--- src/rtl/serial_parity_receiver.sv ---
// Serial parity link receiver: start bit, DATA_BITS data bits LSB first, parity bit, stop bit.
// Define SERIAL_PARITY_RECEIVER_ERRCNT_EN to add the saturating ERRCNT error-frame counter.
module serial_parity_receiver #(
   parameter int unsigned DATA_BITS = 8,
   parameter bit          ODD       = 1'b0
) (
   input  logic                 CLK,
   input  logic                 RST,
   input  logic                 EN,
   input  logic                 SER,
   output logic [DATA_BITS-1:0] Q,
   output logic                 RDY,
   output logic                 PERR,
   output logic                 FERR,
   output logic                 BUSY
`ifdef SERIAL_PARITY_RECEIVER_ERRCNT_EN
   ,
   output logic [7:0]           ERRCNT
`endif
);

   typedef enum logic [1:0] {IDLE, DATA, PARITY, STOP} state_t;

   localparam logic [4:0] LAST_BIT = 5'(DATA_BITS - 1);

   state_t               state;
   logic [DATA_BITS-1:0] shreg;
   logic [4:0]           cnt;
   logic                 acc;
   logic                 pend_perr;

   always_ff @(posedge CLK or posedge RST) begin
      if (RST) begin
         state     <= IDLE;
         shreg     <= '0;
         cnt       <= '0;
         acc       <= 1'b0;
         pend_perr <= 1'b0;
         Q         <= '0;
         RDY       <= 1'b0;
         PERR      <= 1'b0;
         FERR      <= 1'b0;
         BUSY      <= 1'b0;
      end else begin
         // RDY is a single-cycle strobe whether or not EN is present
         RDY <= 1'b0;
         if (EN) begin
            case (state)
               IDLE: begin
                  if (!SER) begin
                     state <= DATA;
                     cnt   <= '0;
                     acc   <= ODD;
                     BUSY  <= 1'b1;
                  end
               end
               DATA: begin
                  for (int i = 0; i < int'(DATA_BITS); i++) begin
                     if (cnt == 5'(i)) shreg[i] <= SER;
                  end
                  acc <= acc ^ SER;
                  cnt <= cnt + 5'd1;
                  if (cnt == LAST_BIT) state <= PARITY;
               end
               PARITY: begin
                  pend_perr <= acc ^ SER;
                  state     <= STOP;
               end
               STOP: begin
                  Q     <= shreg;
                  PERR  <= pend_perr;
                  FERR  <= ~SER;
                  RDY   <= 1'b1;
                  BUSY  <= 1'b0;
                  state <= IDLE;
               end
               default: begin
                  state <= IDLE;
                  BUSY  <= 1'b0;
               end
            endcase
         end
      end
   end

`ifdef SERIAL_PARITY_RECEIVER_ERRCNT_EN
   // A frame with both parity and framing errors counts once; the count sticks at 8'hFF
   always_ff @(posedge CLK or posedge RST) begin
      if (RST) begin
         ERRCNT <= '0;
      end else if (EN && state == STOP && (pend_perr || !SER) && ERRCNT != 8'hFF) begin
         ERRCNT <= ERRCNT + 8'd1;
      end
   end
`endif

endmodule

--- config.mk ---
export PLATFORM = sky130hd
export DESIGN_NAME = serial_parity_receiver
export DESIGN_NICKNAME = d
export VERILOG_FILES = /design/src/rtl/serial_parity_receiver.sv
export SDC_FILE = /design/constraint.sdc
export NUM_CORES = 1
export LEC_CHECK = 0
export BUFFER_PORTS_ARGS = -buffer_cell sky130_fd_sc_hd__buf_4
export CORE_MARGIN = 2
export CORE_UTILIZATION = 50
export CTS_CLUSTER_SIZE = 8
export DETAILED_ROUTE_END_ITERATION = 10
export GPL_TIMING_DRIVEN = 0
export PLACE_DENSITY_LB_ADDON = 0.15
export SLEW_MARGIN = 25
export SYNTH_ARGS = -nofsm -noshare
export SYNTH_HDL_FRONTEND = slang
export SYNTH_SLANG_ARGS = --single-unit
--- constraint.sdc ---
create_clock -name CLK -period 2.1 [get_ports CLK]
set_clock_uncertainty 0.2 [all_clocks]
set_input_delay 0 -clock CLK [delete_from_list [all_inputs] [get_ports CLK]]
set_output_delay 0 -clock CLK [all_outputs]
set_load 0.005 [all_outputs]
After elaboration in Yosys (flattened, before gate mapping) --
Index checks and enable logic that the tools add are counted.
Word-level totals: bits in registers 29, bits of input ports 4, output and inout port bits 12
Operators by class: add/sub/neg operators 1, eq/ne operators 12, multiplexer cells 11, bitwise gates (word level) 2, reductions and logical operators 17
Operators by type and width (count):
- 3-bit AND reduction | 11
- 5-bit by 3-bit equality test with 1-bit output (second input constant) | 4
- 5-bit by 2-bit equality test with 1-bit output (second input constant) | 2
- 5-bit one-hot mux with 2 select lines | 1
- 2-bit one-hot mux with 4 select lines | 1
- 5-bit by 1-bit adder with 5-bit output (second input constant) | 1
- 5-bit by 1-bit equality test with 1-bit output (second input constant) | 1
- 5-bit zero test | 1
- 5-bit two-way mux | 1
- 2-bit equality test (second input constant) | 2
- 1-bit two-way mux | 4
- 2-bit two-way mux | 2
- 2-bit != test (second input constant) | 2
- 1-bit one-hot mux with 2 select lines | 2
- 2-bit AND reduction | 2
- 2-bit nonzero test | 2
- 2-bit by 1-bit equality test with 1-bit output (second input constant) | 1
- 2-bit zero test | 1
- 1-bit inverter | 1
- 1-bit XOR | 1

Depth between registers and ports, before layout --
Gate-level depths: netlist of run 1.
depth after elaboration 3, depth in mapped cells 6

Worst setup path before layout of run 1 --
No wires, ideal clock.
path type register -> register, start point register state[0], end point register state[1], arrival 1.531 ns, data required time 1.775 ns, slack 0.244 ns, stages on the path, launching flop included 7, path buffers 1, cells stage by stage dfrtp_1 -> inv_1 -> ha_1 -> clkbuf_2 -> a21bo_2 -> a21oi_1 -> mux2_2
Between the ends: word-level cells in the longest chain between the ends 3, elaborated cells between the ends (all ways) 8, classes of those cells 5 x eq/ne; 1 x mux; 2 x reduce/logical
Ends and longest elaborated chain:
- start, declared | line 26 | state_t state;
- start signal, assigned | line 34 | state <= IDLE;
- start signal, assigned | line 51 | state <= DATA;
- start signal, assigned | line 63 | if (cnt == LAST_BIT) state <= PARITY;
- 2-bit by 1-bit equality test with 1-bit output / 2-bit zero test (equally long branches) | line 48 | case (state)
- 2-bit != test (no line)
- 3-bit AND reduction (no line)
Several ways; a longest one is shown, not always the timed one. A chain may end at the register's enable or synchronous reset.

Worst setup path after layout of run 1 --
start point register state[1], end point register shreg[7]
Between the ends: word-level cells in the longest chain between the ends 2
Ends and longest elaborated chain:
- 2-bit by 1-bit equality test with 1-bit output | line 48
- 3-bit AND reduction (no line)
- end signal, assigned | line 35 | shreg <= '0;
- end signal, assigned by index | line 59 | if (cnt == 5'(i)) shreg[i] <= SER;
- end, declared | line 27 | logic [DATA_BITS-1:0] shreg;
Every way passes these cells.

==> qor.txt, run 1 <==
PLACEMENT
------------------------------------------------------------------------------------------
Routability congestion estimate from global placement                                0.732
Post-placement cell count                                                              162
Number of I/O port buffers                                                              15
DP Wirelength                                                                      1680 um

FINISH
------------------------------------------------------------------------------------------
Growth of design area from synthesis to finish                                       18.9%
Filler Cells Inserted                                                                  225
Fin cells                                                                              174
FF+latch area                                                                     726 um^2
Footprint of the multi-input gates                                                623 um^2
Number of nets in the layout                                                           155
Ant. Diodes                                                                              0
Layout cell share with drive strength beyond 1                                       0.308

SYNTH
------------------------------------------------------------------------------------------
Top post-synthesis cells by count                                             29 x sky130_fd_sc_hd__dfrtp_1, 12 x sky130_fd_sc_hd__mux2_2, 9 x sky130_fd_sc_hd__ha_1, 8 x sky130_fd_sc_hd__inv_1, 8 x sky130_fd_sc_hd__nand2_1
Area fraction of the dominant cell type after synthesis                              0.518
#FFs+latches synth                                                                      29
Count of cell types in the netlist                                                      31
Proportion of synthesized chip area in sequential cells                              0.518
Post-synth net total                                                                   129
Flip-flop cell with the highest count after synthesis                         sky130_fd_sc_hd__dfrtp_1
Number of warnings reported in the yosys synthesis log                                   0
Cell accounting for the most synthesized area                                 sky130_fd_sc_hd__dfrtp_1
Library cell with the highest instance count after synthesis                  sky130_fd_sc_hd__dfrtp_1
Fraction of synthesis flops using an asynchronous set or reset pin                    1.00
EDFF count, synth                                                                        0
Top post-synthesis cells by area                                              sky130_fd_sc_hd__dfrtp_1 52%, sky130_fd_sc_hd__mux2_2 9.6%, sky130_fd_sc_hd__ha_1 8.0%
Post-Synthesis Cell Area                                                         1400 um^2
Average instance area after synthesis                                            12.1 um^2
Cells after synthesis                                                                  116

DIE
------------------------------------------------------------------------------------------
Num rows                                                                                19
Standard cell core area                                                          2710 um^2
Initial Util                                                                         0.517
Floorplan die area                                                               3240 um^2
Count of pins on the block boundary                                                     16
Die height                                                                         56.9 um
Die span in x                                                                      56.9 um

PWR
------------------------------------------------------------------------------------------
Net switching share of the total power                                               0.334
Pint                                                                               1.40 mW
Total Power                                                                        2.11 mW
Part of the power in the clock network                                               0.184
Peak supply drop                                                                0.000753 V
Share of total power in combinational logic                                          0.380
Register share of total power                                                        0.436
Power dissipated by switching net loads                                             703 uW
Pwr per Cell Area                                                             1260 nW/um^2
Leak                                                                              0.832 nW

CRITICAL PATH
------------------------------------------------------------------------------------------
Req. time, crit path                                                               2.11 ns
Class of the most critical setup path                                         flip-flop to flip-flop
Worst Path Max Fanout                                                                    8
Crit path launch type                                                            flip-flop
Setup crit end kind                                                              flip-flop
Arr. time, crit path                                                               1.98 ns

TIMING
------------------------------------------------------------------------------------------
Final hold violation count                                                               0
Final period demand of the worst path                                              1.97 ns
Relative slew slack                                                                  0.606
Highest clock rate                                                                 509 MHz
Final setup TNS                                                                       0 ns
Actual slew at the worst max-slew pin                                             0.591 ns
Max-slew violation count                                                                 0
Fin crit share                                                                       0.936
Unrepaired setup endpoints after global routing                                      false
Count of final setup violators                                                           0

GLOBAL ROUTING
------------------------------------------------------------------------------------------
Remaining global-route overflow                                                          0
Via count of the first global-routing pass                                             995
Initial antenna violation count                                                          0
GRT Overall Usage                                                                    0.169
First-pass GRT wire length                                                         4150 um
Largest net degree at the start of global routing                                       30

CTS
------------------------------------------------------------------------------------------
Insertion delay to the later sink of the worst-skew pair                           0.33 ns
Number of buffers inserted during clock tree synthesis                                   5
Clock edge transition at the registers on the reported setup and hold paths        0.10 ns
# clock sinks                                                                           29
Post-CTS setup buffer count                                                              0
CTS tree                                                                             built
# H-tree levels                                                                          2
Largest buffer count on any clock path                                                   2
Root buffer cell                                                              sky130_fd_sc_hd__clkbuf_4

ROUTING
------------------------------------------------------------------------------------------
Vias per inst                                                                         5.60
Wire length per cell after detailed routing                                        13.9 um
Antenna-violating nets left                                                              0
Pre-antenna DRT Iters                                                                    4
DRC marker count from the first detailed-route iteration                                19
# DRC                                                                                    0
Detailed-route via count                                                               975
Wirelength, routed                                                                 2430 um

WORST HOLD PATH
------------------------------------------------------------------------------------------
Class of the most critical hold timing path                                   input port to asynchronous set/reset pin

RUN
------------------------------------------------------------------------------------------
Max Cap Viol                                                                             0

RUN STATUS
------------------------------------------------------------------------------------------
Run status                                                                    finished, final reports clean

==> area by class of cell <==
cell class | instances | area share
Buffer | 5 | 0.0158
Clock buffer | 7 | 0.0390
Clock inverter | 1 | 0.00300
Inverter | 8 | 0.0180
Multi-Input combinational cell | 74 | 0.374
Sequential cell | 29 | 0.435
Tap cell | 31 | 0.0233
Timing Repair Buffer | 19 | 0.0916
==> placed cells by master, fill, tap and decap left out, types with 5 or more instances in the layout <==
cell and instances:
sky130_fd_sc_hd__nand3_1 5, sky130_fd_sc_hd__a21oi_1 5, sky130_fd_sc_hd__inv_1 7, sky130_fd_sc_hd__mux2_1 7
sky130_fd_sc_hd__buf_4 16, sky130_fd_sc_hd__ha_1 9, sky130_fd_sc_hd__nand2_1 8, sky130_fd_sc_hd__dfrtp_1 29
sky130_fd_sc_hd__clkbuf_4 5, sky130_fd_sc_hd__mux2_2 12
==> per-layer routing <==
| metal | track usage | part of all wire | up-vias |
|---|---|---|---|
| li1 | - | - | 463 |
| met1 | 0.183 | 0.43 | 479 |
| met4 | 0.0831 | 0.020 | 0 |
| met5 | 0 | 0 | - |
| met2 | 0.291 | 0.49 | 25 |
| met3 | 0.0635 | 0.057 | 8 |
==> kinds of logic (layout without fill, tap and decap cells) <==
group	after synthesis	after routing	synth area share
DFF	29	29	0.518
and+or+nand+nor	27	27	0.108
adders and majority gates	9	9	0.0804
AOI/OAI and AO/OA	17	17	0.0875
muxes	20	20	0.160
xor gates and xnor gates	1	1	0.00625
buffers and inverters	13	40	0.0402
==> sequential cells by signal, indices dropped and copies added, names as in the netlist <==
register / flops
Q: 8
shreg: 8
cnt: 5
state: 2
BUSY: 1
FERR: 1
PERR: 1
RDY: 1
acc: 1
pend_perr: 1
==> power groups by stage <==
stage	combinational [mW]	clock (mW)	sequential, mW
finish	0.800	0.388	0.918
global route	0.898	0.416	0.948
CTS	0.803	0.396	0.921
detailed placement	0.776	0	0.933
global placement	0.752	0	0.911
floorplan	0.527	0	0.903
==> critical path, stage by stage, from the launching register on <==
cell and delay, ns:
sky130_fd_sc_hd__dfrtp_1 0.43, sky130_fd_sc_hd__inv_1 0.11, sky130_fd_sc_hd__ha_1 0.31, sky130_fd_sc_hd__and4bb_1 0.23, sky130_fd_sc_hd__buf_4 0.15, sky130_fd_sc_hd__nand3_1 0.09, sky130_fd_sc_hd__mux2_1 0.32
==> path summary, 6_finish.rpt <==
kind | slack (ns) | from | end | depth (start not counted)
worst min-delay path | 0.09 | RST | cnt[1] | 3
worst min register to register | 0.30 | shreg[2] | shreg[2] | 1
worst max register to register | 0.13 | state[1] | shreg[7] | 6
max in group asynchronous | 1.21 | RST | cnt[4] | 3
worst max-delay path | 0.13 | state[1] | shreg[7] | 6
min in group CLK | 0.30 | shreg[2] | shreg[2] | 1
==> stage by stage <==
step	worst slack, ns	area (um^2)	utilization	hold WS, ns
floorplan	0.244	1400	-	-0.122
global placement	0.134	1550	0.573	0.0453
detailed placement	0.106	1550	0.573	-0.0860
CTS	0.0930	1660	0.614	0.115
global route	0.00624	1670	0.615	0.151
finish	0.134	1670	0.615	0.0911
==> timing repair <==
action,in CTS,in global routing
setup endpoints to repair,0,1
endpoints found under the hold margin,36,0
gates resized for setup,0,1
hold buffers,4,0
(Power assumes the default switching activity.)
==> run 2, diff against run 1 <==
CORE_MARGIN = unset   (was 2)
==> qor.txt, run 2 (same netlist as run 1, synthesis figures left out) <==
FINISH
------------------------------------------------------------------------------------------
Post-route cell area                                                             1650 um^2
Footprint of the multi-input gates                                                623 um^2
Leading cell types in the layout, fill and taps excluded                      29 x sky130_fd_sc_hd__dfrtp_1, 16 x sky130_fd_sc_hd__buf_4, 12 x sky130_fd_sc_hd__mux2_2, 9 x sky130_fd_sc_hd__ha_1, 8 x sky130_fd_sc_hd__nand2_1
Registers with the most flip-flops                                            Q: 8 flops, shreg: 8 flops, cnt: 5 flops
Filler Cells Inserted                                                                  209
Growth of design area from synthesis to finish                                       17.8%
Number of nets in the layout                                                           155
Ant. Diodes                                                                              0
Most common cell after layout, fill and taps aside                            sky130_fd_sc_hd__dfrtp_1
FF+latch area                                                                     726 um^2
Utilization of the core after routing                                                0.643
Layout cell share with drive strength beyond 1                                       0.308

GLOBAL ROUTING
------------------------------------------------------------------------------------------
Remaining global-route overflow                                                          0
Initial antenna violation count                                                          0
First-pass GRT wire length                                                         3730 um
Largest net degree at the start of global routing                                       30
Via count of the first global-routing pass                                             856
GRT Overall Usage                                                                    0.185

PLACEMENT
------------------------------------------------------------------------------------------
Number of I/O port buffers                                                              15
DP Wirelength                                                                      1590 um
Post-detailed-placement cell area                                                1550 um^2
Routability congestion estimate from global placement                                0.775

DIE
------------------------------------------------------------------------------------------
Standard cell core area                                                          2570 um^2
Initial Util                                                                         0.546
Floorplan die area                                                               3020 um^2
Num rows                                                                                18
Die span in x                                                                      54.9 um
Die height                                                                         54.9 um
Count of pins on the block boundary                                                     16

PWR
------------------------------------------------------------------------------------------
Total Power                                                                        2.03 mW
Leak                                                                              0.821 nW
Pwr per Cell Area                                                             1230 nW/um^2
Peak supply drop                                                                0.000745 V

CRITICAL PATH
------------------------------------------------------------------------------------------
Crit path launch type                                                            flip-flop
Worst Path Max Fanout                                                                    8
Class of the most critical setup path                                         flip-flop to flip-flop
Req. time, crit path                                                               2.12 ns
Arr. time, crit path                                                               1.98 ns
RR Startpoint                                                                     state[1]
Worst setup startpoint                                                            state[1]
Setup crit end kind                                                              flip-flop

ROUTING
------------------------------------------------------------------------------------------
Antenna-violating nets left                                                              0
Metal1 wirelength                                                                  1020 um
# DRC                                                                                    0
Detail Route met2 WL                                                               1140 um
Routed met3 length                                                                   79 um
Pre-antenna DRT Iters                                                                    4
Vias per inst                                                                         5.43
Highest metal used                                                                    met4
Wire length per cell after detailed routing                                        13.2 um
Detailed-route via count                                                               940
DRC marker count from the first detailed-route iteration                                26
Wirelength, routed                                                                 2280 um

CTS
------------------------------------------------------------------------------------------
Insertion delay to the later sink of the worst-skew pair                           0.33 ns
Number of buffers inserted during clock tree synthesis                                   5
# clock sinks                                                                           29
CTS tree                                                                             built
Post-CTS setup buffer count                                                              0
Root buffer cell                                                              sky130_fd_sc_hd__clkbuf_4
Largest buffer count on any clock path                                                   2
Clock edge transition at the registers on the reported setup and hold paths        0.10 ns
# H-tree levels                                                                          2

TIMING
------------------------------------------------------------------------------------------
Relative slew slack                                                                  0.617
Count of final setup violators                                                           0
Fin crit share                                                                       0.934
Max-slew violation count                                                                 0
Final hold violation count                                                               0
Min Hold Slack                                                                    0.102 ns
Unrepaired setup endpoints after global routing                                      false
Final setup TNS                                                                       0 ns
Highest clock rate                                                                 510 MHz
Final period demand of the worst path                                              1.96 ns
Actual slew at the worst max-slew pin                                             0.573 ns

WORST HOLD PATH
------------------------------------------------------------------------------------------
Class of the most critical hold timing path                                   input port to asynchronous set/reset pin

RUN STATUS
------------------------------------------------------------------------------------------
Run status                                                                    finished, final reports clean

RUN
------------------------------------------------------------------------------------------
Max Cap Viol                                                                             0

[run 2: what timing repair did]
item                       in CTS  in global routing
hold buffers                    4                  0
hold endpoints to repair       37                  0
gates resized for setup         0                  1
setup endpoints to repair       0                  1
[run 2: final timing paths]
| kind | slack [ns] | endpoint | depth (start not counted) |
|---|---|---|---|
| max | 0.14 | shreg[7] | 6 |
| min | 0.10 | RDY | 3 |
| max reg2reg | 0.14 | shreg[7] | 6 |
| min reg2reg | 0.30 | FERR | 2 |
| max in group asynchronous | 1.22 | shreg[3] | 3 |
| min in group CLK | 0.30 | FERR | 2 |
[run 2: per-stage QoR]
step	worst slack (ns)	cells
after floorplan	0.244	116
after global placement	0.143	161
after detailed placement	0.101	161
after CTS	0.0891	173
after global routing	0.0273	173
final	0.139	173
[run 2: per-layer routing]
layer,track usage,vias to the layer above
met4,0.100,0
met3,0.0574,7
met2,0.307,16
li1,-,462
met1,0.212,455
met5,0,-
[run 2: worst max-delay path: stages, from the launching register on]
cell                       delay (ns)
sky130_fd_sc_hd__dfrtp_1         0.43
sky130_fd_sc_hd__inv_1           0.12
sky130_fd_sc_hd__ha_1            0.30
sky130_fd_sc_hd__and4bb_1        0.23
sky130_fd_sc_hd__buf_4           0.15
sky130_fd_sc_hd__nand3_1         0.10
sky130_fd_sc_hd__mux2_1          0.32
[run 2: power by group]
part	internal, mW	switching, mW
Sequential	0.771	0.139
Clock	0.126	0.201
Combinational	0.437	0.355
[run 2: cell type report]
type                       instances  area share
sequential                        29       0.440
multi-input combinational         74       0.378
tap                               30      0.0227
timing repair buffer              19      0.0925
clock inverter                     3      0.0106
inverter                           8      0.0182
clock buffer                       5      0.0227
buffer                             5      0.0159
==> run 3, diff against run 2 <==
BUFFER_PORTS_ARGS = -buffer_cell sky130_fd_sc_hd__buf_2   (was -buffer_cell sky130_fd_sc_hd__buf_4)
CORE_ASPECT_RATIO = 0.8   (was unset)
==> qor.txt, run 3 (same netlist as run 1, synthesis figures left out) <==
RUN STATUS
------------------------------------------------------------------------------------------
Run status                                                                    finished, final reports clean

CTS
------------------------------------------------------------------------------------------
Number of buffers inserted during clock tree synthesis                                   5
Largest buffer count on any clock path                                                   2
CTS tree                                                                             built
# clock sinks                                                                           29
Root buffer cell                                                              sky130_fd_sc_hd__clkbuf_4
Insertion delay to the later sink of the worst-skew pair                           0.32 ns
# H-tree levels                                                                          2
Clock edge transition at the registers on the reported setup and hold paths        0.09 ns

ROUTING
------------------------------------------------------------------------------------------
Vias per inst                                                                         5.35
Wire length per cell after detailed routing                                        13.5 um
Wirelength, routed                                                                 2410 um
Pre-antenna DRT Iters                                                                    4
# DRC                                                                                    0
DRC marker count from the first detailed-route iteration                                35
Detailed-route via count                                                               958
Antenna-violating nets left                                                              0

PWR
------------------------------------------------------------------------------------------
Peak supply drop                                                                0.000630 V
Leak                                                                              0.811 nW
Total Power                                                                        1.99 mW
Pwr per Cell Area                                                             1230 nW/um^2

RUN
------------------------------------------------------------------------------------------
Max Cap Viol                                                                             0

FINISH
------------------------------------------------------------------------------------------
Most common cell after layout, fill and taps aside                            sky130_fd_sc_hd__dfrtp_1
Filler Cells Inserted                                                                  205
Leading cell types in the layout, fill and taps excluded                      29 x sky130_fd_sc_hd__dfrtp_1, 17 x sky130_fd_sc_hd__buf_2, 12 x sky130_fd_sc_hd__mux2_2, 8 x sky130_fd_sc_hd__nand2_1, 8 x sky130_fd_sc_hd__ha_1
Ant. Diodes                                                                              0
Growth of design area from synthesis to finish                                       15.6%
Number of nets in the layout                                                           155
Fin cells                                                                              179
Registers with the most flip-flops                                            Q: 8 flops, shreg: 8 flops, cnt: 5 flops
Layout cell share with drive strength beyond 1                                       0.301

DIE
------------------------------------------------------------------------------------------
Num rows                                                                                16
Die span in x                                                                      61.2 um
Count of pins on the block boundary                                                     16
Standard cell core area                                                          2540 um^2
Floorplan die area                                                               3020 um^2
Die height                                                                         49.4 um
Initial Util                                                                         0.551

GLOBAL ROUTING
------------------------------------------------------------------------------------------
First-pass GRT wire length                                                         4140 um
Remaining global-route overflow                                                          0
Initial antenna violation count                                                          0
GRT Overall Usage                                                                    0.190
Largest net degree at the start of global routing                                       30
Via count of the first global-routing pass                                             952

TIMING
------------------------------------------------------------------------------------------
Final setup TNS                                                                       0 ns
Unrepaired setup endpoints after global routing                                      false
Relative slew slack                                                                  0.602
Max-slew violation count                                                                 0
Fin crit share                                                                       0.922
Highest clock rate                                                                 517 MHz
Count of final setup violators                                                           0
Final period demand of the worst path                                              1.94 ns
Min Hold Slack                                                                   0.0962 ns
Final hold violation count                                                               0
Smallest setup slack after layout                                                 0.164 ns
Actual slew at the worst max-slew pin                                             0.597 ns

PLACEMENT
------------------------------------------------------------------------------------------
Post-placement cell count                                                              167
DP Wirelength                                                                      1670 um
Routability congestion estimate from global placement                                0.716
Number of I/O port buffers                                                              15
Setup WS pre-CTS                                                                  0.127 ns

CRITICAL PATH
------------------------------------------------------------------------------------------
R2R Setup Slk                                                                      0.16 ns
Class of the most critical setup path                                         flip-flop to flip-flop
Crit path launch type                                                            flip-flop
Setup crit end kind                                                              flip-flop
Arr. time, crit path                                                               1.94 ns
Worst Path Max Fanout                                                                    8
Req. time, crit path                                                               2.10 ns

WORST HOLD PATH
------------------------------------------------------------------------------------------
Class of the most critical hold timing path                                   input port to asynchronous set/reset pin

run 3: changes by cell type in the layout (fill, tap and decap cells not counted), sizes merged:
cell,delta
clkinv,-2
clkinvlp,-1
clkbuf,+3
run 3: path summary, 6_finish.rpt:
path,depth (start not counted),endpoint,from
max,6,state[1],state[0]
min,3,shreg[0],RST
max reg2reg,6,state[1],state[0]
min reg2reg,1,shreg[6],shreg[6]
max in group asynchronous,3,state[1],RST
min in group CLK,1,shreg[6],shreg[6]
run 3: timing repair:
item                       in CTS  in global routing
hold endpoints to repair       35                  0
setup buffers                   0                  0
resized for setup               0                  3
setup endpoints to repair       0                  2
hold buffers                    4                  0
run 3: area by class of cell:
class                           count  area (um^2)  share of cell area
Buffer                              5         26.3              0.0162
Clock buffer                        8         48.8              0.0301
Inverter                            8         30.0              0.0185
Multi-Input combinational cell     74          629               0.388
Sequential cell                    29          726               0.448
Tap cell                           36         45.0              0.0278
Timing Repair Buffer               19          115              0.0710
run 3: metal layers:
| metal | share of wire | vias to the layer above | global-route usage |
|---|---|---|---|
| met3 | 0.049 | 5 | 0.0637 |
| met2 | 0.47 | 25 | 0.286 |
| met5 | 0 | - | 0 |
| met1 | 0.46 | 469 | 0.243 |
| li1 | - | 459 | - |
| met4 | 0.015 | 0 | 0.0871 |
run 3: per-stage QoR:
step | instance area, um^2 | utilization
after floorplan | 1400 | -
after global placement | 1520 | 0.598
after detailed placement | 1520 | 0.598
after CTS | 1610 | 0.633
after global routing | 1620 | 0.637
final | 1620 | 0.637
run 3: where the power goes:
group	internal [mW]	switching, mW	total [mW]
sequential	0.772	0.139	0.911
clock	0.133	0.181	0.314
combinational	0.399	0.369	0.767
total	1.30	0.688	1.99
run 3: worst max-delay path, stage by stage, from the launching register on:
cell                       delay (ns)
sky130_fd_sc_hd__dfrtp_1         0.38
sky130_fd_sc_hd__inv_1           0.10
sky130_fd_sc_hd__ha_1            0.20
sky130_fd_sc_hd__clkbuf_2        0.17
sky130_fd_sc_hd__a21bo_2         0.27
sky130_fd_sc_hd__a21oi_2         0.15
sky130_fd_sc_hd__mux2_2          0.35
